### src/rtl/uart_pkg.sv
`default_nettype none
// ============================================================================
// Module   : uart_pkg
// Brief    : Shared UART types and constants for the uart_tx / uart_rx pair.
// Revision : 1.0
// ============================================================================
package uart_pkg;

    localparam int UART_DATA_BITS  = 8;
    localparam int UART_OVERSAMPLE = 16;

    typedef enum logic [2:0] {
        IDLE      = 3'd0,
        START     = 3'd1,
        DATA      = 3'd2,
        STOP      = 3'd3,
        WAIT_HIGH = 3'd4
    } uart_rx_state_t;

endpackage
`default_nettype wire

### src/rtl/uart_rx_if.sv
`default_nettype none
// ============================================================================
// Module   : uart_rx_if
// Brief    : Receive-side byte handshake and status flags of the UART core.
// Revision : 1.0
// ============================================================================
interface uart_rx_if
    import uart_pkg::*;
#(
    parameter int DATA_BITS = UART_DATA_BITS
);

    logic [DATA_BITS-1:0] dout;
    logic                 rx_valid;
    logic                 rx_ready;
    logic                 busy_rx;
    logic                 frame_err;
    logic                 overrun;

    modport master (
        output dout, rx_valid, busy_rx, frame_err, overrun,
        input  rx_ready
    );

    modport slave (
        input  dout, rx_valid, busy_rx, frame_err, overrun,
        output rx_ready
    );

endinterface
`default_nettype wire

### src/rtl/uart_sync2.sv
`default_nettype none
// ============================================================================
// Module   : uart_sync2
// Brief    : Two-flop synchroniser for an asynchronous single-bit input.
// Revision : 1.0
// ============================================================================
module uart_sync2 #(
    parameter logic RESET_VAL = 1'b0
) (
    input  logic clk,
    input  logic rst,
    input  logic i_d,
    output logic o_q
);

    logic r_meta;
    logic r_q;

    always_ff @(posedge clk) begin
        if (rst) begin
            r_meta <= RESET_VAL;
            r_q    <= RESET_VAL;
        end else begin
            r_meta <= i_d;
            r_q    <= r_meta;
        end
    end

    assign o_q = r_q;

endmodule
`default_nettype wire

### src/rtl/uart_rx.sv
`default_nettype none
// ============================================================================
// Module   : uart_rx
// Brief    : 8N1 UART receiver, mid-bit sampling on an oversample clock,
//            valid/ready byte output with framing-error and overrun pulses.
// Revision : 1.0
// ============================================================================
module uart_rx
    import uart_pkg::*;
#(
    parameter int OVERSAMPLE = UART_OVERSAMPLE,
    parameter int DATA_BITS  = UART_DATA_BITS
) (
    input  logic       baud_clk,
    input  logic       nrst,
    input  logic       sin,
    uart_rx_if.master  bus
);

    localparam int                  c_CW       = $clog2(OVERSAMPLE);
    localparam logic [c_CW-1:0]     c_HALF_M1  = c_CW'(OVERSAMPLE/2 - 1);
    localparam logic [c_CW-1:0]     c_FULL_M1  = c_CW'(OVERSAMPLE - 1);
    localparam logic [2:0]          c_LAST_BIT = 3'(DATA_BITS - 1);

    logic                 w_sin_s;
    uart_rx_state_t       r_state, w_state_nxt;
    logic [c_CW-1:0]      r_cnt, w_cnt_nxt;
    logic [2:0]           r_bit, w_bit_nxt;
    logic [DATA_BITS-1:0] r_shift, w_shift_nxt;
    logic                 w_done, w_ferr;

    logic [DATA_BITS-1:0] r_dout;
    logic                 r_valid;
    logic                 r_ferr;
    logic                 r_ovr;

    // Idle line is high, so the synchroniser resets to 1 to avoid a false start.
    uart_sync2 #(
        .RESET_VAL (1'b1)
    ) u_sync (
        .clk (baud_clk),
        .rst (nrst),
        .i_d (sin),
        .o_q (w_sin_s)
    );

    always_ff @(posedge baud_clk) begin
        if (nrst) begin
            r_state <= IDLE;
            r_cnt   <= '0;
            r_bit   <= '0;
            r_shift <= '0;
        end else begin
            r_state <= w_state_nxt;
            r_cnt   <= w_cnt_nxt;
            r_bit   <= w_bit_nxt;
            r_shift <= w_shift_nxt;
        end
    end

    always_comb begin
        w_state_nxt = r_state;
        w_cnt_nxt   = r_cnt;
        w_bit_nxt   = r_bit;
        w_shift_nxt = r_shift;
        w_done      = 1'b0;
        w_ferr      = 1'b0;
        case (r_state)
            IDLE: begin
                w_cnt_nxt = '0;
                if (!w_sin_s) w_state_nxt = START;
            end
            START: begin
                if (r_cnt == c_HALF_M1) begin
                    w_cnt_nxt   = '0;
                    w_bit_nxt   = '0;
                    w_state_nxt = w_sin_s ? IDLE : DATA;
                end else begin
                    w_cnt_nxt = r_cnt + 1'b1;
                end
            end
            DATA: begin
                if (r_cnt == c_FULL_M1) begin
                    w_cnt_nxt   = '0;
                    w_shift_nxt = {w_sin_s, r_shift[DATA_BITS-1:1]};
                    if (r_bit == c_LAST_BIT) w_state_nxt = STOP;
                    else                     w_bit_nxt   = r_bit + 1'b1;
                end else begin
                    w_cnt_nxt = r_cnt + 1'b1;
                end
            end
            STOP: begin
                if (r_cnt == c_FULL_M1) begin
                    w_cnt_nxt = '0;
                    if (w_sin_s) begin
                        w_done      = 1'b1;
                        w_state_nxt = IDLE;
                    end else begin
                        w_ferr      = 1'b1;
                        w_state_nxt = WAIT_HIGH;
                    end
                end else begin
                    w_cnt_nxt = r_cnt + 1'b1;
                end
            end
            // Hold off until a break releases so it cannot look like a new start bit.
            WAIT_HIGH: begin
                w_cnt_nxt = '0;
                if (w_sin_s) w_state_nxt = IDLE;
            end
            default: begin
                w_state_nxt = IDLE;
                w_cnt_nxt   = '0;
            end
        endcase
    end

    always_ff @(posedge baud_clk) begin
        if (nrst) begin
            r_dout  <= '0;
            r_valid <= 1'b0;
            r_ferr  <= 1'b0;
            r_ovr   <= 1'b0;
        end else begin
            r_ferr <= w_ferr;
            r_ovr  <= 1'b0;
            // A consumer accepting on the completion edge frees the slot for the new byte.
            if (w_done) begin
                if (!r_valid || bus.rx_ready) begin
                    r_dout  <= r_shift;
                    r_valid <= 1'b1;
                end else begin
                    r_ovr   <= 1'b1;
                end
            end else if (r_valid && bus.rx_ready) begin
                r_valid <= 1'b0;
            end
        end
    end

    assign bus.dout      = r_dout;
    assign bus.rx_valid  = r_valid;
    assign bus.busy_rx   = (r_state != IDLE);
    assign bus.frame_err = r_ferr;
    assign bus.overrun   = r_ovr;

endmodule
`default_nettype wire

### src/flat_wrapper.sv
// flat-port wrapper written by rule: the top's interface ports become plain ports
module uart_rx_flat import uart_pkg::*;
#(
    parameter int OVERSAMPLE = UART_OVERSAMPLE,
    parameter int DATA_BITS  = UART_DATA_BITS
)
  (baud_clk, nrst, sin, bus_dout, bus_rx_valid, bus_busy_rx, bus_frame_err, bus_overrun, bus_rx_ready);
  uart_rx_if #(.DATA_BITS(DATA_BITS)) bus_i ();
  input  logic baud_clk;
  input  logic nrst;
  input  logic sin;
  output wire logic [$bits(bus_i.dout)-1:0] bus_dout;
  output wire logic [$bits(bus_i.rx_valid)-1:0] bus_rx_valid;
  output wire logic [$bits(bus_i.busy_rx)-1:0] bus_busy_rx;
  output wire logic [$bits(bus_i.frame_err)-1:0] bus_frame_err;
  output wire logic [$bits(bus_i.overrun)-1:0] bus_overrun;
  input wire logic [$bits(bus_i.rx_ready)-1:0] bus_rx_ready;
  assign bus_dout = bus_i.dout;
  assign bus_rx_valid = bus_i.rx_valid;
  assign bus_busy_rx = bus_i.busy_rx;
  assign bus_frame_err = bus_i.frame_err;
  assign bus_overrun = bus_i.overrun;
  assign bus_i.rx_ready = bus_rx_ready;
  uart_rx #(.OVERSAMPLE(OVERSAMPLE), .DATA_BITS(DATA_BITS)) u_core (.baud_clk(baud_clk), .nrst(nrst), .sin(sin), .bus(bus_i));
endmodule
### config.mk
export PLATFORM = sky130hd
export DESIGN_NAME = uart_rx_flat
export DESIGN_NICKNAME = d
export VERILOG_FILES = /design/src/rtl/uart_pkg.sv /design/src/rtl/uart_rx_if.sv /design/src/rtl/uart_sync2.sv /design/src/rtl/uart_rx.sv /design/src/flat_wrapper.sv
export SDC_FILE = /design/constraint.sdc
export NUM_CORES = 1
export LEC_CHECK = 0
export CAP_MARGIN = 10
export CORE_ASPECT_RATIO = 1.2
export CORE_MARGIN = 8
export CORE_UTILIZATION = 64
export CTS_BUF_LIST = sky130_fd_sc_hd__clkbuf_16
export DETAILED_ROUTE_END_ITERATION = 6
export DONT_BUFFER_PORTS = 1
export HOLD_SLACK_MARGIN = 0.05
export PLACE_DENSITY = 0.81
export SLEW_MARGIN = 20
export SYNTH_ARGS = -nofsm -noshare
export SYNTH_HDL_FRONTEND = slang
export SYNTH_HIERARCHICAL = 1
export SYNTH_SLANG_ARGS = --single-unit
### constraint.sdc
create_clock -name baud_clk -period 4.8 [get_ports baud_clk]
set_clock_uncertainty 0.05 [all_clocks]
set_input_delay 0.24 -clock baud_clk [delete_from_list [all_inputs] [get_ports baud_clk]]
set_output_delay 0.24 -clock baud_clk [all_outputs]
set_load 0.005 [all_outputs]
==> impl_metrics.py <==
metrics = {
    "grt": {
        "grtUsageTotal": 0.134,
        "antenna_found_initial": 0,
        "grt_pass1_vias": 918,
        "grt_max_degree": 28,
        "gr-total-overflow": 0,
        "grt_pass1_wl_um": 3920,
    },
    "power_and_ir_drop": {
        "p_per_area_nw_per_um2": 439,
        "p_int_w": 0.000504,
        "leakagePower_nw": 0.556,
        "ir_drop_mv": 0.316,
        "p_comb_frac": 0.017,
        "seq_power_share": 0.422,
        "p_switching_w": 0.000114,
        "p_clk_frac": 0.561,
        "switching_share": 0.185,
    },
    "logic_synthesis": {
        "synth.most_common_cell": "dfxtp_1",
        "synth_seq_area_share": 0.502,
        "synth_largest_area_cell": "dfxtp_1",
        "synth_edf_count": 0,
        "netlist_top_cells_count": "31 x dfxtp_1, 15 x nor2_1, 12 x a21oi_1, 12 x nand2_1, 11 x nand3_1",
        "yosys_warnings": 6,
        "synth_area_leaders": "dfxtp_1 50%, mux2i_1 7.3%, a21oi_1 4.9%",
        "avgSynthCellArea_um2": 9.44,
        "syn_nets": 138,
        "syn_area_um2": 1240,
        "synth-seq-cells": 31,
        "synthFlopType": "dfxtp_1",
        "synth-async-reset-ratio": 0,
        "synthCells": 131,
        "synthDistinctLibCells": 29,
        "yosysTopAreaCellShare": 0.502,
    },
    "worst_setup_path": {
        "cpPeakStageDelay_ns": 0.52,
        "end_kind": "flip-flop",
        "critPathRequiredTime_ns": 4.88,
        "crit_fanout": 13,
        "start_kind": "flip-flop",
        "arrival_ns": 2.02,
        "cp_num_buf_inv": 0,
        "critPathSlowestCell": "and4_1",
        "crit_path_cell_trace": "ha_1, and4_1, nand4_4, mux2i_1, nor2_1",
        "path_class": "reg -> reg",
        "cp_top_family": "simple AND/OR/NAND/NOR gates",
    },
    "detailed_routing": {
        "ant_nets": 0,
        "wl_met2_um": 1250,
        "drc_errors": 0,
        "wl_met1_um": 889,
        "dr.max_layer_used": "met4",
        "wl_per_cell_um": 15.1,
        "vias_per_cell": 5.95,
        "dr_total_vias": 910,
        "drtIter0Drc": 20,
        "drtPass1Iterations": 4,
        "met3_length_um": 143,
        "wl_um": 2310,
    },
    "flow_run": {
        "drv_cap": 0,
    },
    "die": {
        "dieArea_um2": 3600,
        "rows": 17,
        "die_width_um": 56.1,
        "num_io_pins": 16,
        "coreArea_um2": 1830,
        "initial_core_util": 0.676,
        "die_h_um": 64.1,
    },
    "sta": {
        "setup_viol": 0,
        "setup_ws_ns": 2.85,
        "whs_ns": 0.131,
        "slew_violations": 0,
        "worst_pin_slew_ns": 0.902,
        "min_period_ns": 1.95,
        "setup_tns_ns": 0,
        "finalCritPeriodShare": 0.406,
        "fmax_mhz": 513,
        "rsz0062_at_grt": "no",
        "max_slew_margin": 0.397,
        "hold_violations": 0,
    },
    "place": {
        "place_hpwl_um": 1600,
        "port_buffers": 0,
        "dp_slack_ns": 2.91,
        "place_congestion": 0.763,
    },
    "clocking": {
        "cts_resized": 0,
        "root_buffer": "clkbuf_16",
        "cts_tree": "built",
        "htreeDepth": 2,
        "clk_pin_slew_worst_paths_ns": 0.05,
        "cts_buffers": 5,
        "cts_sinks": 31,
        "insertion_delay_ns": 0.27,
        "clockBufferDepth": 2,
    },
    "layout": {
        "layout-drive-gt1-share": 0.0970,
        "nets": 140,
        "syn_to_final_growth_pct": 14.0,
        "antenna_cells": 0,
    },
    "status": {
        "outcome": "complete, no violations",
    },
    "worst_hold_path": {
        "min_path_type": "in -> reg",
    },
}
==> state kept, by name, indices dropped and copies added (netlist names) <==
signal                flops
u_core/bus.rx_valid       1
u_core/u_sync/r_meta      1
u_core/r_cnt              4
u_core/bus.overrun        1
u_core/r_shift            8
u_core/u_sync/o_q         1
u_core/r_state            3
u_core/bus.frame_err      1
u_core/bus.dout           8
u_core/r_bit              3
==> repair_timing <==
action | in CTS | in global routing
setup buffers | 0 | 0
hold endpoints to repair | 27 | 0
hold buffers | 2 | 0
==> worst paths after layout <==
check	startpoint	to	slack, ns	cells after the start
setup reg to reg	u_core/r_cnt[0]	u_core/bus.dout[4]	2.85	5
setup / recovery	u_core/r_cnt[0]	u_core/bus.dout[4]	2.85	5
hold / removal	nrst	u_core/r_cnt[1]	0.13	2
hold reg to reg	u_core/u_sync/r_meta	u_core/u_sync/o_q	0.35	1
==> metrics by stage <==
stage | util | instance area, um^2 | power [W] | cells
floorplan | - | 1240 | 0.000274 | 131
global placement | 0.670 | 1220 | 0.000272 | 143
detailed placement | 0.670 | 1220 | 0.000273 | 143
CTS | 0.770 | 1410 | 0.000623 | 153
global route | 0.770 | 1410 | 0.000633 | 153
finish | 0.770 | 1410 | 0.000619 | 153
==> per-layer routing <==
metal	global-route usage	vias to the layer above
li1	-	461
met1	0.121	431
met2	0.244	16
met3	0.0672	2
met4	0.0572	0
met5	0	-
==> power groups by stage <==
stage               Clock [W]  Sequential (W)  Combinational, W
finish               0.000347        0.000261         0.0000108
CTS                  0.000351        0.000261         0.0000108
global route         0.000360        0.000261         0.0000120
detailed placement          0        0.000266        0.00000642
floorplan                   0        0.000266        0.00000837
global placement            0        0.000266        0.00000641
==> cell families after synthesis <==
| family | synth area share |
|---|---|
| muxes | 0.0729 |
| DFF | 0.502 |
| buffers and inverters | 0.0314 |
| xor gates and xnor gates | 0.0213 |
| AOI/OAI and AO/OA | 0.0708 |
| adders and majority gates | 0.0304 |
| and+or+nand+nor | 0.271 |
==> cells in the final DEF (no fill, tap or decap), types with 2 or more instances in the layout <==
master	synthesis	final
nor2_1	15	15
or2_1	2	2
dfxtp_1	31	31
nand3_1	11	11
xor2_1	2	2
or3_2	2	2
ha_1	3	3
nand4_1	3	3
nand2_1	12	12
nor3_1	4	4
dlygate4sd3_1	0	2
clkbuf_16	0	5
a211oi_1	3	3
or3_1	2	2
nand3b_1	3	3
a21oi_1	12	12
mux2i_1	9	9
==> worst register-to-register path: cells and delay by family, from the launching register on <==
family	cells	cell delay, ns
adder cells (fa/ha/maj)	1	0.26
flip-flops	1	0.36
multiplexers	1	0.27
AND/OR/NAND/NOR	3	0.86
==> layout make-up <==
class,instances,area (um^2)
Inverter,1,3.75
Clock inverter,3,38.8
Fill cell,127,420
Sequential cell,31,621
Multi-Input combinational cell,92,577
Tap cell,19,23.8
Timing Repair Buffer,2,20.0
Clock buffer,5,125
No activity file was read; power rests on OpenSTA's default activity.
